`src/rtl/cube_pkg.sv`:
```
`default_nettype none
// ============================================================================
// Module   : cube_pkg
// Purpose  : Shared defaults, scan state encoding and a sizing helper for the
//            LED cube row-scan sequencer and its BCM display timer.
// Ports    : none (package)
// Revision : 1.0 - initial release
// ============================================================================
package cube_pkg;

  localparam int unsigned DEFAULT_COLS       = 16;
  localparam int unsigned DEFAULT_ROWS       = 16;
  localparam int unsigned DEFAULT_PLANES     = 8;
  localparam int unsigned DEFAULT_BASE_TICKS = 4;

  typedef enum logic [1:0] {
    ST_IDLE    = 2'd0,
    ST_SHIFT   = 2'd1,
    ST_LATCH   = 2'd2,
    ST_DISPLAY = 2'd3
  } scan_state_e;

  // Width that holds the longest plane time (BASE_TICKS << (PLANES-1)).
  function automatic int unsigned bcm_cnt_width(input int unsigned base_ticks,
                                                input int unsigned planes);
    return $clog2((base_ticks << (planes - 1)) + 1);
  endfunction

endpackage
`default_nettype wire

```
`src/rtl/bcm_timer.sv`:
```
`default_nettype none
// ============================================================================
// Module   : bcm_timer
// Purpose  : Binary-coded-modulation display countdown. A load pulse arms the
//            counter with BASE_TICKS << plane; done is high during the last
//            cycle of that display window.
// Ports    : clk, reset_n  - clock, async active-low reset
//            load          - arm the counter (cycle before the window starts)
//            plane         - bit plane selecting the window length
//            done          - last cycle of the display window
// Revision : 1.0 - initial release
// ============================================================================
module bcm_timer
  import cube_pkg::*;
#(
  parameter int unsigned PLANES     = DEFAULT_PLANES,
  parameter int unsigned BASE_TICKS = DEFAULT_BASE_TICKS
) (
  input  logic                      clk,
  input  logic                      reset_n,
  input  logic                      load,
  input  logic [$clog2(PLANES)-1:0] plane,
  output logic                      done
);

  localparam int unsigned CNT_W = bcm_cnt_width(BASE_TICKS, PLANES);

  logic [CNT_W-1:0] count_q;
  logic [CNT_W-1:0] count_d;

  // Counter parks at zero between windows so done cannot fire outside one.
  always_comb begin
    count_d = count_q;
    if (load) begin
      count_d = CNT_W'(BASE_TICKS) << plane;
    end else if (count_q != '0) begin
      count_d = count_q - CNT_W'(1);
    end
  end

  always_ff @(posedge clk or negedge reset_n) begin
    if (!reset_n) begin
      count_q <= '0;
    end else begin
      count_q <= count_d;
    end
  end

  assign done = (count_q == CNT_W'(1));

endmodule
`default_nettype wire

```
`src/rtl/row_scan_sequencer.sv`:
```
`default_nettype none
// ============================================================================
// Module   : row_scan_sequencer
// Purpose  : Multiplexed LED cube scan engine. Per (row, plane) it shifts one
//            column word into the colour chains, latches it and lights the
//            row for a BCM-weighted time; swaps frame buffers at frame end.
// Ports    : clk, reset_n          - clock, async active-low reset
//            enable, swap_req      - scan enable, back-buffer-ready request
//            swap_ack, buffer_sel  - swap pulse, front buffer index
//            rd_en, row_idx, plane_idx, col_idx - framebuffer read address
//            serial_clk, latch_enable, output_enable_n, row_select_n - LED drive
//            frame_done            - pulse after the last plane of the last row
// Revision : 1.0 - initial release
// ============================================================================
module row_scan_sequencer
  import cube_pkg::*;
#(
  parameter int unsigned COLS       = DEFAULT_COLS,
  parameter int unsigned ROWS       = DEFAULT_ROWS,
  parameter int unsigned PLANES     = DEFAULT_PLANES,
  parameter int unsigned BASE_TICKS = DEFAULT_BASE_TICKS
) (
  input  logic                      clk,
  input  logic                      reset_n,
  input  logic                      enable,
  input  logic                      swap_req,
  output logic                      swap_ack,
  output logic                      buffer_sel,
  output logic                      rd_en,
  output logic [$clog2(ROWS)-1:0]   row_idx,
  output logic [$clog2(PLANES)-1:0] plane_idx,
  output logic [$clog2(COLS)-1:0]   col_idx,
  output logic                      serial_clk,
  output logic                      latch_enable,
  output logic                      output_enable_n,
  output logic [ROWS-1:0]           row_select_n,
  output logic                      frame_done
);

  localparam int unsigned RW = $clog2(ROWS);
  localparam int unsigned PW = $clog2(PLANES);
  localparam int unsigned CW = $clog2(COLS);
  localparam int unsigned SW = $clog2(2 * COLS);

  localparam logic [SW-1:0] SHIFT_LAST = SW'(2 * COLS - 1);
  localparam logic [RW-1:0] ROW_LAST   = RW'(ROWS - 1);
  localparam logic [PW-1:0] PLANE_LAST = PW'(PLANES - 1);

  scan_state_e   state_q, state_d;
  logic [SW-1:0] shift_cnt_q, shift_cnt_d;
  logic [RW-1:0] row_q, row_d;
  logic [PW-1:0] plane_q, plane_d;
  logic          buffer_sel_q, buffer_sel_d;
  logic          frame_done_q, frame_done_d;
  logic          swap_ack_q, swap_ack_d;

  logic            rd_en_q, rd_en_d;
  logic            serial_clk_q, serial_clk_d;
  logic            latch_q, latch_d;
  logic            oe_n_q, oe_n_d;
  logic [CW-1:0]   col_q, col_d;
  logic [ROWS-1:0] row_sel_n_q, row_sel_n_d;

  logic timer_load;
  logic timer_done;

  // Arm the timer in LATCH so the count is ready on the first DISPLAY cycle.
  assign timer_load = (state_q == ST_LATCH);

  bcm_timer #(
    .PLANES    (PLANES),
    .BASE_TICKS(BASE_TICKS)
  ) u_bcm_timer (
    .clk    (clk),
    .reset_n(reset_n),
    .load   (timer_load),
    .plane  (plane_q),
    .done   (timer_done)
  );

  // State register (also holds scan indices and frame-level flags).
  always_ff @(posedge clk or negedge reset_n) begin
    if (!reset_n) begin
      state_q      <= ST_IDLE;
      shift_cnt_q  <= '0;
      row_q        <= '0;
      plane_q      <= '0;
      buffer_sel_q <= 1'b0;
      frame_done_q <= 1'b0;
      swap_ack_q   <= 1'b0;
    end else begin
      state_q      <= state_d;
      shift_cnt_q  <= shift_cnt_d;
      row_q        <= row_d;
      plane_q      <= plane_d;
      buffer_sel_q <= buffer_sel_d;
      frame_done_q <= frame_done_d;
      swap_ack_q   <= swap_ack_d;
    end
  end

  // Next-state logic. Enable is only looked at in IDLE and at the end of a
  // display window, so a plane in progress always completes.
  always_comb begin
    state_d      = state_q;
    shift_cnt_d  = shift_cnt_q;
    row_d        = row_q;
    plane_d      = plane_q;
    buffer_sel_d = buffer_sel_q;
    frame_done_d = 1'b0;
    swap_ack_d   = 1'b0;
    case (state_q)
      ST_IDLE: begin
        if (enable) begin
          state_d     = ST_SHIFT;
          shift_cnt_d = '0;
        end
      end
      ST_SHIFT: begin
        if (shift_cnt_q == SHIFT_LAST) begin
          state_d = ST_LATCH;
        end else begin
          shift_cnt_d = shift_cnt_q + SW'(1);
        end
      end
      ST_LATCH: begin
        state_d = ST_DISPLAY;
      end
      ST_DISPLAY: begin
        if (timer_done) begin
          shift_cnt_d = '0;
          state_d     = enable ? ST_SHIFT : ST_IDLE;
          if (plane_q == PLANE_LAST) begin
            plane_d = '0;
            if (row_q == ROW_LAST) begin
              // Frame boundary: the only point where the buffers may swap.
              row_d        = '0;
              frame_done_d = 1'b1;
              swap_ack_d   = swap_req;
              buffer_sel_d = buffer_sel_q ^ swap_req;
            end else begin
              row_d = row_q + RW'(1);
            end
          end else begin
            plane_d = plane_q + PW'(1);
          end
        end
      end
      default: begin
        state_d = ST_IDLE;
      end
    endcase
  end

  // Output decode from the next state so every output leaves a flop that is
  // aligned with the state it describes.
  always_comb begin
    rd_en_d      = 1'b0;
    serial_clk_d = 1'b0;
    latch_d      = 1'b0;
    oe_n_d       = 1'b1;
    col_d        = '0;
    row_sel_n_d  = '1;
    case (state_d)
      ST_SHIFT: begin
        rd_en_d      = ~shift_cnt_d[0];
        serial_clk_d = shift_cnt_d[0];
        col_d        = CW'(shift_cnt_d >> 1);
      end
      ST_LATCH: begin
        latch_d = 1'b1;
      end
      ST_DISPLAY: begin
        oe_n_d             = 1'b0;
        row_sel_n_d[row_d] = 1'b0;
      end
      default: begin
      end
    endcase
  end

  // Async reset blanks the LED drivers immediately.
  always_ff @(posedge clk or negedge reset_n) begin
    if (!reset_n) begin
      rd_en_q      <= 1'b0;
      serial_clk_q <= 1'b0;
      latch_q      <= 1'b0;
      oe_n_q       <= 1'b1;
      col_q        <= '0;
      row_sel_n_q  <= '1;
    end else begin
      rd_en_q      <= rd_en_d;
      serial_clk_q <= serial_clk_d;
      latch_q      <= latch_d;
      oe_n_q       <= oe_n_d;
      col_q        <= col_d;
      row_sel_n_q  <= row_sel_n_d;
    end
  end

  assign swap_ack        = swap_ack_q;
  assign buffer_sel      = buffer_sel_q;
  assign frame_done      = frame_done_q;
  assign row_idx         = row_q;
  assign plane_idx       = plane_q;
  assign col_idx         = col_q;
  assign rd_en           = rd_en_q;
  assign serial_clk      = serial_clk_q;
  assign latch_enable    = latch_q;
  assign output_enable_n = oe_n_q;
  assign row_select_n    = row_sel_n_q;

endmodule
`default_nettype wire

```
`config.mk`:
```
export PLATFORM = sky130hd
export DESIGN_NAME = row_scan_sequencer
export DESIGN_NICKNAME = d
export VERILOG_FILES = /design/src/rtl/cube_pkg.sv /design/src/rtl/bcm_timer.sv /design/src/rtl/row_scan_sequencer.sv
export SDC_FILE = /design/constraint.sdc
export NUM_CORES = 1
export LEC_CHECK = 0
export ABC_CLOCK_PERIOD_IN_PS = 2000
export BUFFER_PORTS_ARGS = -buffer_cell sky130_fd_sc_hd__buf_2
export CORE_MARGIN = 4
export CORE_UTILIZATION = 50
export CTS_CLUSTER_SIZE = 24
export DETAILED_ROUTE_END_ITERATION = 6
export GPL_TIMING_DRIVEN = 1
export PLACE_DENSITY = 0.75
export SYNTH_ARGS = -nofsm -noshare
export SYNTH_HDL_FRONTEND = slang
export SYNTH_SLANG_ARGS = --single-unit
```
`constraint.sdc`:
```
create_clock -name clk -period 2 [get_ports clk]
set_input_delay 0.4 -clock clk [delete_from_list [all_inputs] [get_ports clk]]
set_output_delay 0.4 -clock clk [all_outputs]
set_load 0.005 [all_outputs]
```
# Word level (Yosys, flattened, before mapping)
# Cells that the tools add are included.
[totals]
register_bits = 51
out_inout_bits = 34
elab_cells = 72
input_bits = 4
[classes]
add_sub_neg = 4
n_bitwise = 3
n_reduce_logical = 6
n_mux = 32
magnitude_cmp = 2
shift = 1
eq_ne = 10
[op_table]
columns = ["operator", "count"]
rows = [
  ["two-way mux 10 bit", 2],
  ["two-way mux 4 bit", 5],
  ["two-way mux 16 bit", 1],
  ["inverter 16 bit", 1],
  ["two-way mux 5 bit", 3],
  ["one-hot mux 5 bit (3 select lines)", 1],
  ["two-way mux 1 bit", 14],
  ["== test 10 x 1 -> 1 bit (second input constant)", 1],
  ["nonzero test 10 bit", 1],
  ["<< shifter 3 x 3 -> 10 bit (first input constant)", 1],
  ["subtractor 10 x 1 -> 10 bit (second input constant)", 1],
  ["== test 2 bit (second input constant)", 4],
  ["one-hot mux 2 bit (4 select lines)", 1],
  ["two-way mux 2 bit", 3],
  ["adder 5 x 1 -> 5 bit (second input constant)", 1],
  ["== test 5 bit (second input constant)", 1],
  ["less-than comparator 4 x 5 -> 1 bit (second input constant)", 1],
  ["adder 4 x 1 -> 4 bit (second input constant)", 1],
  ["demux 1 bit (select 4 bit)", 1],
  ["== test 2 x 1 -> 1 bit (second input constant)", 2],
  ["== test 4 bit (second input constant)", 1],
  ["greater-or-equal comparator 4 x 1 -> 1 bit (second input constant)", 1],
  ["AND reduction 4 bit", 1],
  ["adder 3 x 1 -> 3 bit (second input constant)", 1],
  ["8 further kinds", 8],
]

# Depth between registers and ports, before layout
# Gate-level depths: netlist (run 1).
[logic_depth]
word_depth = 11
depth_mapped = 8
ltp_nobuf = 8

# Modules after synthesis
# Synthesis (run 1) repeated with hierarchy kept, for this count alone.
[unflattened]
cells_unflattened = 238
area_unflattened_um2 = 2433.6
[by_module_without_submodules]
columns = ["mod", "cells_per_inst", "area_per_inst_um2", "instances", "seq_area_each_um2"]
rows = [
  ["row_scan_sequencer", 165, 1770.4, 1, 1047.3],
  ["bcm_timer", 73, 663.1, 1, 250.2],
]

# Worst setup path before layout (run 1)
# OpenSTA, ideal clock, no wires.
[synth_timing]
path_kind = "register to register"
from = "register u_bcm_timer.count_q[5]"
to = "register row_sel_n_q[15], in the netlist row_select_n[15]"
slack_ns = -0.003
n_path_buf = 0
setup_ns = 0.093
period_less_slack_ns = 2.003
t_required_ns = 1.907
stages_incl_launch_ff = 5
arrival_time_ns = 1.910
path_cell_list = "dfrtp_1 -> or4_4 -> nor4_4 -> mux2i_1 -> nand3_1"
[synth_between]
elab_chain_cells = 9
elab_cells_between_ends = 13
classes_between = "order compare (2); eq/ne (2); mux (7); bitwise (1); reduce/logical (1)"
[synth_lines]
columns = ["element", "line_no", "text"]
rows = [
  ["from (decl)", "bcm_timer.sv:28", "logic [CNT_W-1:0] count_q;"],
  ["from (signal assigned)", "bcm_timer.sv:45", "count_q <= count_d;"],
  ["== test 10 x 1 -> 1 bit *", "bcm_timer.sv:49", "assign done = (count_q == CNT_W'(1));"],
  ["two-way mux 4 bit", "row_scan_sequencer.sv:130", "if (timer_done) begin"],
  ["two-way mux 4 bit", "row_scan_sequencer.sv:112", "case (state_q)"],
  ["less-than comparator 4 x 5 -> 1 bit (not written as such) or greater-or-equal comparator 4 x 1 -> 1 bit (tied branches)", "row_scan_sequencer.sv:175", "row_sel_n_d[row_d] = 1'b0;"],
  ["logical AND 1 bit (not written as such)", "row_scan_sequencer.sv:175", ""],
  ["two-way mux 1 bit (not written as such)", "row_scan_sequencer.sv:175", ""],
  ["demux 1 bit (select 4 bit)", "row_scan_sequencer.sv:175", ""],
  ["inverter 16 bit (no line)", "-", ""],
  ["two-way mux 16 bit *", "row_scan_sequencer.sv:164", "case (state_d)"],
  ["net row_sel_n_d[15]", "row_scan_sequencer.sv:62", "logic [ROWS-1:0] row_sel_n_q, row_sel_n_d;"],
  ["to (signal assigned)", "row_scan_sequencer.sv:197", "row_sel_n_q <= row_sel_n_d;"],
  ["to (decl)", "row_scan_sequencer.sv:62", ""],
]
# The timed path passes the listed nets; every way through them passes the cells marked *.
# A chain may end at the register's enable or synchronous reset.

# Worst setup path after layout (run 1)
[layout_timing]
from = "register u_bcm_timer.count_q[5]"
to = "register row_sel_n_q[12], in the netlist row_select_n[12]"
# Same word-level chain as after synthesis.

==> out/metrics.csv, run 1 <==
metric,value,unit
status,"complete, no violations",
Yosys top cell by area,dfrtp_1,
Leak Pwr,1.33,nW
asr flop ratio synth,1.00,
post-synthesis average cell area,10.7,um2
"top cells by area, synth","dfrtp_1 (36%), dfstp_2 (19%), ha_1 (5.8%), nand2_1 (4.0%), o21ai_0 (3.4%)",
Final Max Slew Viols,0,
syn nets,235,
Hold Crit Class,input port to async pin,
n_diodes,0,
DR pass1 iterations,4,
drt via density,5.46,
grt ovf,0,
sequential power share,0.448,
DR vias,1825,
design area,2900,um2
Syn-to-layout area delta,22.6,%
synthesized flop and latch total,51,
Final ANT Viol Nets,0,
unrepaired setup endpoints after global routing,no,
"setup slack, reg-to-reg",0.07,ns
maxcap violations,0,
Iter 0 DRT Violations,132,
DRC,0,
Hold Fails Final Rpt,0,
Post-Synthesis Cells,220,
Max clock buf depth,2,
crit path DAT,2.17,ns
final setup margin,0.0723,ns
Initial Utilization,0.528,
Psw,1.13,mW
nets,296,
"Worst Path Class, Setup",register to register,
row cnt,24,
Die W,76.8,um
Finished Layout Cells,334,
Ys Warns,0,
Total Wirelength,4.76,mm
synthesized cell area,2360,um2
Main synth FF type,dfrtp_1,
Num CTS Buffers,5,
hold slack,0.0659,ns
Tot Pwr,3.22,mW
GRT Util Overall,0.180,
Max H-tree Level,2,
TritonCTS clock tree,yes,
most numerous cell in the Yosys netlist,dfrtp_1,
worst slew pin tran,0.549,ns
largest net degree at the start of global routing,52,
top-area cell type share of the netlist area,0.360,
initial antenna violation count,0,
final core occ,0.647,
hold-fix buffer count after cts,0,
die height,76.8,um
Setup Skew,0.00455,ns
"Distinct cells, synth",40,
gp weighted congestion,0.815,
cell internal pwr,2.10,mW
first-pass GRT wire length,8.70,mm
combinational group share of total power,0.373,
Setup WS pre-CTS,0.0212,ns
dpl hpwl,3.50,mm
CP required,2.25,ns
fin crit period,1.93,ns
Core Box Area,4470,um2
share of layout cells above drive strength 1,0.348,
"EDFF count, synth",0,
r2r worst-path depth,5,
setup_tns,0,ns
Switching Share,0.349,
Max VDD drop,595,uV
FF-to-FF End,row_select_n[12],
Fmax,519,MHz
Clk pwr share,0.179,
Rel. slew slack,0.631,
Setup Viol. Count Final,0,
"Seq/Total Area, Yosys",0.549,
vias in the first global route,1900,
clock sink count,51,
Worst setup EP type,register,
top post-synthesis cells by count,"dfrtp_1 (34), nand2_1 (25), dfstp_2 (17), o21ai_0 (16), nor2_1 (15)",
Clock Latency Late Sink,0.30,ns
post-route clock period utilization,0.964,
placed cell area,2760,um2
placed insts,325,
critical path peak fanout,7,
"Clk pin slew, worst setup/hold paths",0.09,ns
Top-Level Pins,38,
PD cells,1110,nW/um2
Die Area,5890,um2
crit start category,register,
port buffer count,37,
WL per Instance,14.2,um
FILL cells,377,
root buffer cell,clkbuf_8,
reg-to-reg startpoint,u_bcm_timer.count_q[5],
[metal layers]
| layer | vias up | share of wire | track usage |
|---|---|---|---|
| li1 | 889 | - | - |
| met1 | 885 | 0.44 | 0.225 |
| met2 | 45 | 0.50 | 0.314 |
| met5 | - | 0 | 0 |
| met4 | 0 | 0.013 | 0.0598 |
| met3 | 6 | 0.044 | 0.0351 |
[critical path, cell delays in order, from the launching register on]
cell and delay [ns]:
dfrtp_1 0.39, or4_4 0.58, nor4_4 0.29, buf_6 0.19, mux2_4 0.34, nand3_2 0.08
[logic make-up after synthesis]
kind of cell,count (synthesis),synth area share
AND/OR/NAND/NOR,91,0.206
flip-flops,51,0.549
AO/OA/AOI/OAI,37,0.0969
buffers and inverters,13,0.0206
XOR/XNOR,11,0.0408
adder cells (fa/ha/maj),11,0.0582
multiplexers,6,0.0286
[cell usage in the layout, fill, tap and decap left out, types with 7 or more instances in the layout]
cell / instances
nor2_1: 15
nand3_1: 11
xnor2_1: 7
ha_1: 10
nand2_1: 25
nand2b_1: 11
inv_1: 9
buf_4: 19
o21ai_0: 16
buf_2: 37
dfstp_2: 17
dfrtp_1: 34
[how the worst max path moves through the flow]
stage                                       from                to  slack (ns)  cells past startpoint
after floorplan           u_bcm_timer.count_q[5]  row_select_n[15]        0.02                      4
after global placement    u_bcm_timer.count_q[9]  row_select_n[13]        0.09                      5
after detailed placement  u_bcm_timer.count_q[9]  row_select_n[14]        0.02                      5
after CTS                 u_bcm_timer.count_q[9]  row_select_n[14]        0.01                      5
after global routing      u_bcm_timer.count_q[5]  row_select_n[14]        0.01                      5
final                     u_bcm_timer.count_q[5]  row_select_n[12]        0.07                      5
[area by class of cell]
class | instances | area, um2 | share of cell area
Timing Repair Buffer | 58 | 359 | 0.124
Multi-Input combinational cell | 156 | 1050 | 0.364
Tap cell | 52 | 65.1 | 0.0225
Inverter | 9 | 33.8 | 0.0117
Sequential cell | 51 | 1300 | 0.448
Clock buffer | 5 | 68.8 | 0.0238
Clock inverter | 3 | 18.8 | 0.00648
[state kept, by name, summed over array words and instances (netlist names), 2 cells and up]
name                 count
row_select_n            16
u_bcm_timer.count_q     10
shift_cnt_q              5
col_idx                  4
row_idx                  4
plane_idx                3
state_q                  2
[power groups by stage]
stage                     combinational, mW  sequential, mW  clock (mW)
after floorplan                       0.799            1.48           0
after global placement                 1.17            1.44           0
after detailed placement               1.20            1.46           0
after CTS                              1.21            1.44       0.599
after global routing                   1.36            1.48       0.643
final                                  1.20            1.44       0.576
[what timing repair did]
action	4_1_cts	5_1_grt
endpoints found under the setup margin	0	15
setup buffers	0	1
resized for setup	0	8
Power figures use the tool's default switching activity.
==> inputs of run 2 (changes only) <==
--- a/config.mk
+++ b/config.mk
@@ -6,13 +6,12 @@
 export NUM_CORES = 1
 export LEC_CHECK = 0
 export ABC_CLOCK_PERIOD_IN_PS = 2000
-export BUFFER_PORTS_ARGS = -buffer_cell sky130_fd_sc_hd__buf_2
+export BUFFER_PORTS_ARGS = -buffer_cell sky130_fd_sc_hd__clkbuf_2
 export CORE_MARGIN = 4
-export CORE_UTILIZATION = 50
+export CORE_UTILIZATION = 24
 export CTS_CLUSTER_SIZE = 24
 export DETAILED_ROUTE_END_ITERATION = 6
 export GPL_TIMING_DRIVEN = 1
-export PLACE_DENSITY = 0.75
 export SYNTH_ARGS = -nofsm -noshare
 export SYNTH_HDL_FRONTEND = slang
 export SYNTH_SLANG_ARGS = --single-unit
==> out/metrics.csv, run 2 (synthesis gave the netlist of run 1 again) <==
metric,value,unit,change
"Clk pin slew, worst setup/hold paths",0.10,ns,was 0.09 ns
sequential power share,0.448,,about the same
critical path peak fanout,7,,unchanged
fin crit period,1.93,ns,about the same
Fmax,519,MHz,about the same
status,"complete, no violations",,unchanged
Tot Pwr,3.25,mW,was 3.22 mW
Total Wirelength,4.96,mm,was 4.76 mm
Setup Viol. Count Final,0,,unchanged
crit start category,register,,unchanged
Num CTS Buffers,5,,unchanged
Max clock buf depth,2,,unchanged
PD cells,1080,nW/um2,was 1110 nW/um2
Clk pwr share,0.191,,was 0.179
Max VDD drop,433,uV,was 595 uV
n_diodes,0,,unchanged
max reg flops,16,,unchanged
Rel. slew slack,0.621,,was 0.631
DR vias,1799,,was 1825
"commonest non-fill, non-tap cell in the layout",clkbuf_2,,was buf_2
Final Max Slew Viols,0,,unchanged
nets,295,,was 296
DRC,0,,unchanged
cell internal pwr,2.10,mW,about the same
Psw,1.15,mW,was 1.13 mW
FILL cells,948,,was 377
Iter 0 DRT Violations,118,,was 132
GRT Util Overall,0.0899,,was 0.180
Worst setup EP type,register,,unchanged
Final ANT Viol Nets,0,,unchanged
hold-fix buffer count after cts,0,,unchanged
post-route clock period utilization,0.964,,about the same
Setup Skew,0.00906,ns,was 0.00455 ns
crit path DAT,2.18,ns,was 2.17 ns
Top-Level Pins,38,,unchanged
Die W,107,um,was 76.8 um
grt ovf,0,,unchanged
final core occ,0.319,,was 0.647
Initial Utilization,0.251,,was 0.528
gp weighted congestion,0.876,,was 0.815
Core Box Area,9420,um2,was 4470 um2
"Worst Path Class, Setup",register to register,,unchanged
root buffer cell,clkbuf_8,,unchanged
worst slew pin tran,0.564,ns,was 0.549 ns
first-pass GRT wire length,8.38,mm,was 8.70 mm
share of layout cells above drive strength 1,0.345,,was 0.348
unrepaired setup endpoints after global routing,yes,,was no
clock sink count,51,,unchanged
dpl hpwl,3.66,mm,was 3.50 mm
Hold Fails Final Rpt,0,,unchanged
combinational group share of total power,0.362,,was 0.373
vias in the first global route,1724,,was 1900
Die Area,11500,um2,was 5890 um2
CP required,2.25,ns,about the same
Syn-to-layout area delta,27.1,%,was 22.6%
initial antenna violation count,0,,unchanged
Switching Share,0.353,,was 0.349
maxcap violations,0,,unchanged
DR pass1 iterations,5,,was 4
Max H-tree Level,2,,unchanged
drt via density,4.39,,was 5.46
die height,107,um,was 76.8 um
port buffer count,37,,unchanged
largest net degree at the start of global routing,52,,unchanged
row cnt,35,,was 24
WL per Instance,12.1,um,was 14.2 um
Hold Crit Class,input port to async pin,,unchanged
Leak Pwr,1.33,nW,about the same
most frequent cells in the layout,"clkbuf_2 (37), dfrtp_1 (33), nand2_1 (25), buf_4 (18), dfstp_2 (17)",,"was buf_2 (37), dfrtp_1 (34), nand2_1 (25), buf_4 (19), dfstp_2 (17)"
Clock Latency Late Sink,0.30,ns,about the same
TritonCTS clock tree,yes,,unchanged
## run 2: final timing paths
path	startpoint	to	slack [ns]	depth (start not counted)
max	u_bcm_timer.count_q[9]	row_select_n[12]	0.07	5
min	reset_n	col_idx[1]	0.08	2
max reg2reg	u_bcm_timer.count_q[9]	row_select_n[12]	0.07	5
min reg2reg	buffer_sel	buffer_sel	0.47	1
max in group asynchronous	reset_n	output_enable_n	1.65	2
min in group clk	swap_req	swap_ack	0.40	2
## run 2: critical path, stage by stage (launching register included)
cell     delay (ns)
dfrtp_1        0.39
or4_4          0.58
nor4_4         0.30
buf_6          0.20
mux2_4         0.34
nand3_2        0.07
## run 2: through the flow
step	hold slack [ns]	setup WS [ns]	setup TNS [ns]	area (um2)	std cells
finish	0.0762	0.0726	0	3000	410
global route	0.0888	-0.0797	-0.478	3000	410
CTS	0.0746	0.0129	0	2960	410
detailed placement	0.418	0.0304	0	2860	402
global placement	0.416	0.0587	0	2860	402
floorplan	0.104	0.0172	0	2360	220
## run 2: cell type report
| type | instances | area, um2 | share of cell area |
|---|---|---|---|
| Clock buffer | 5 | 68.8 | 0.0229 |
| Sequential cell | 51 | 1300 | 0.433 |
| Inverter | 9 | 33.8 | 0.0113 |
| Multi-Input combinational cell | 156 | 1060 | 0.353 |
| Tap cell | 129 | 161 | 0.0538 |
| Clock inverter | 3 | 28.8 | 0.00958 |
| Timing Repair Buffer | 57 | 352 | 0.117 |
## run 2: what timing repair did
action | in CTS | in global routing
buffers inserted | 0 | 0
endpoints found under the setup margin | 0 | 17
gates resized for setup | 0 | 9
## run 2: power by group through the flow
| stage | combinational [mW] | clock (mW) | sequential (mW) |
|---|---|---|---|
| 6_report | 1.18 | 0.620 | 1.46 |
| 5_1_grt | 1.32 | 0.697 | 1.50 |
| 4_1_cts | 1.18 | 0.656 | 1.45 |
| 3_5_place_dp | 1.17 | 0 | 1.47 |
| 3_3_place_gp | 1.15 | 0 | 1.47 |
| 2_1_floorplan | 0.799 | 0 | 1.48 |
## run 2: metal layers
layer / track usage / vias up / share of wire
li1: - / 887 / -
met1: 0.118 / 873 / 0.47
met2: 0.144 / 35 / 0.47
met3: 0.0229 / 4 / 0.046
met4: 0.0301 / 0 / 0.011
met5: 0 / - / 0
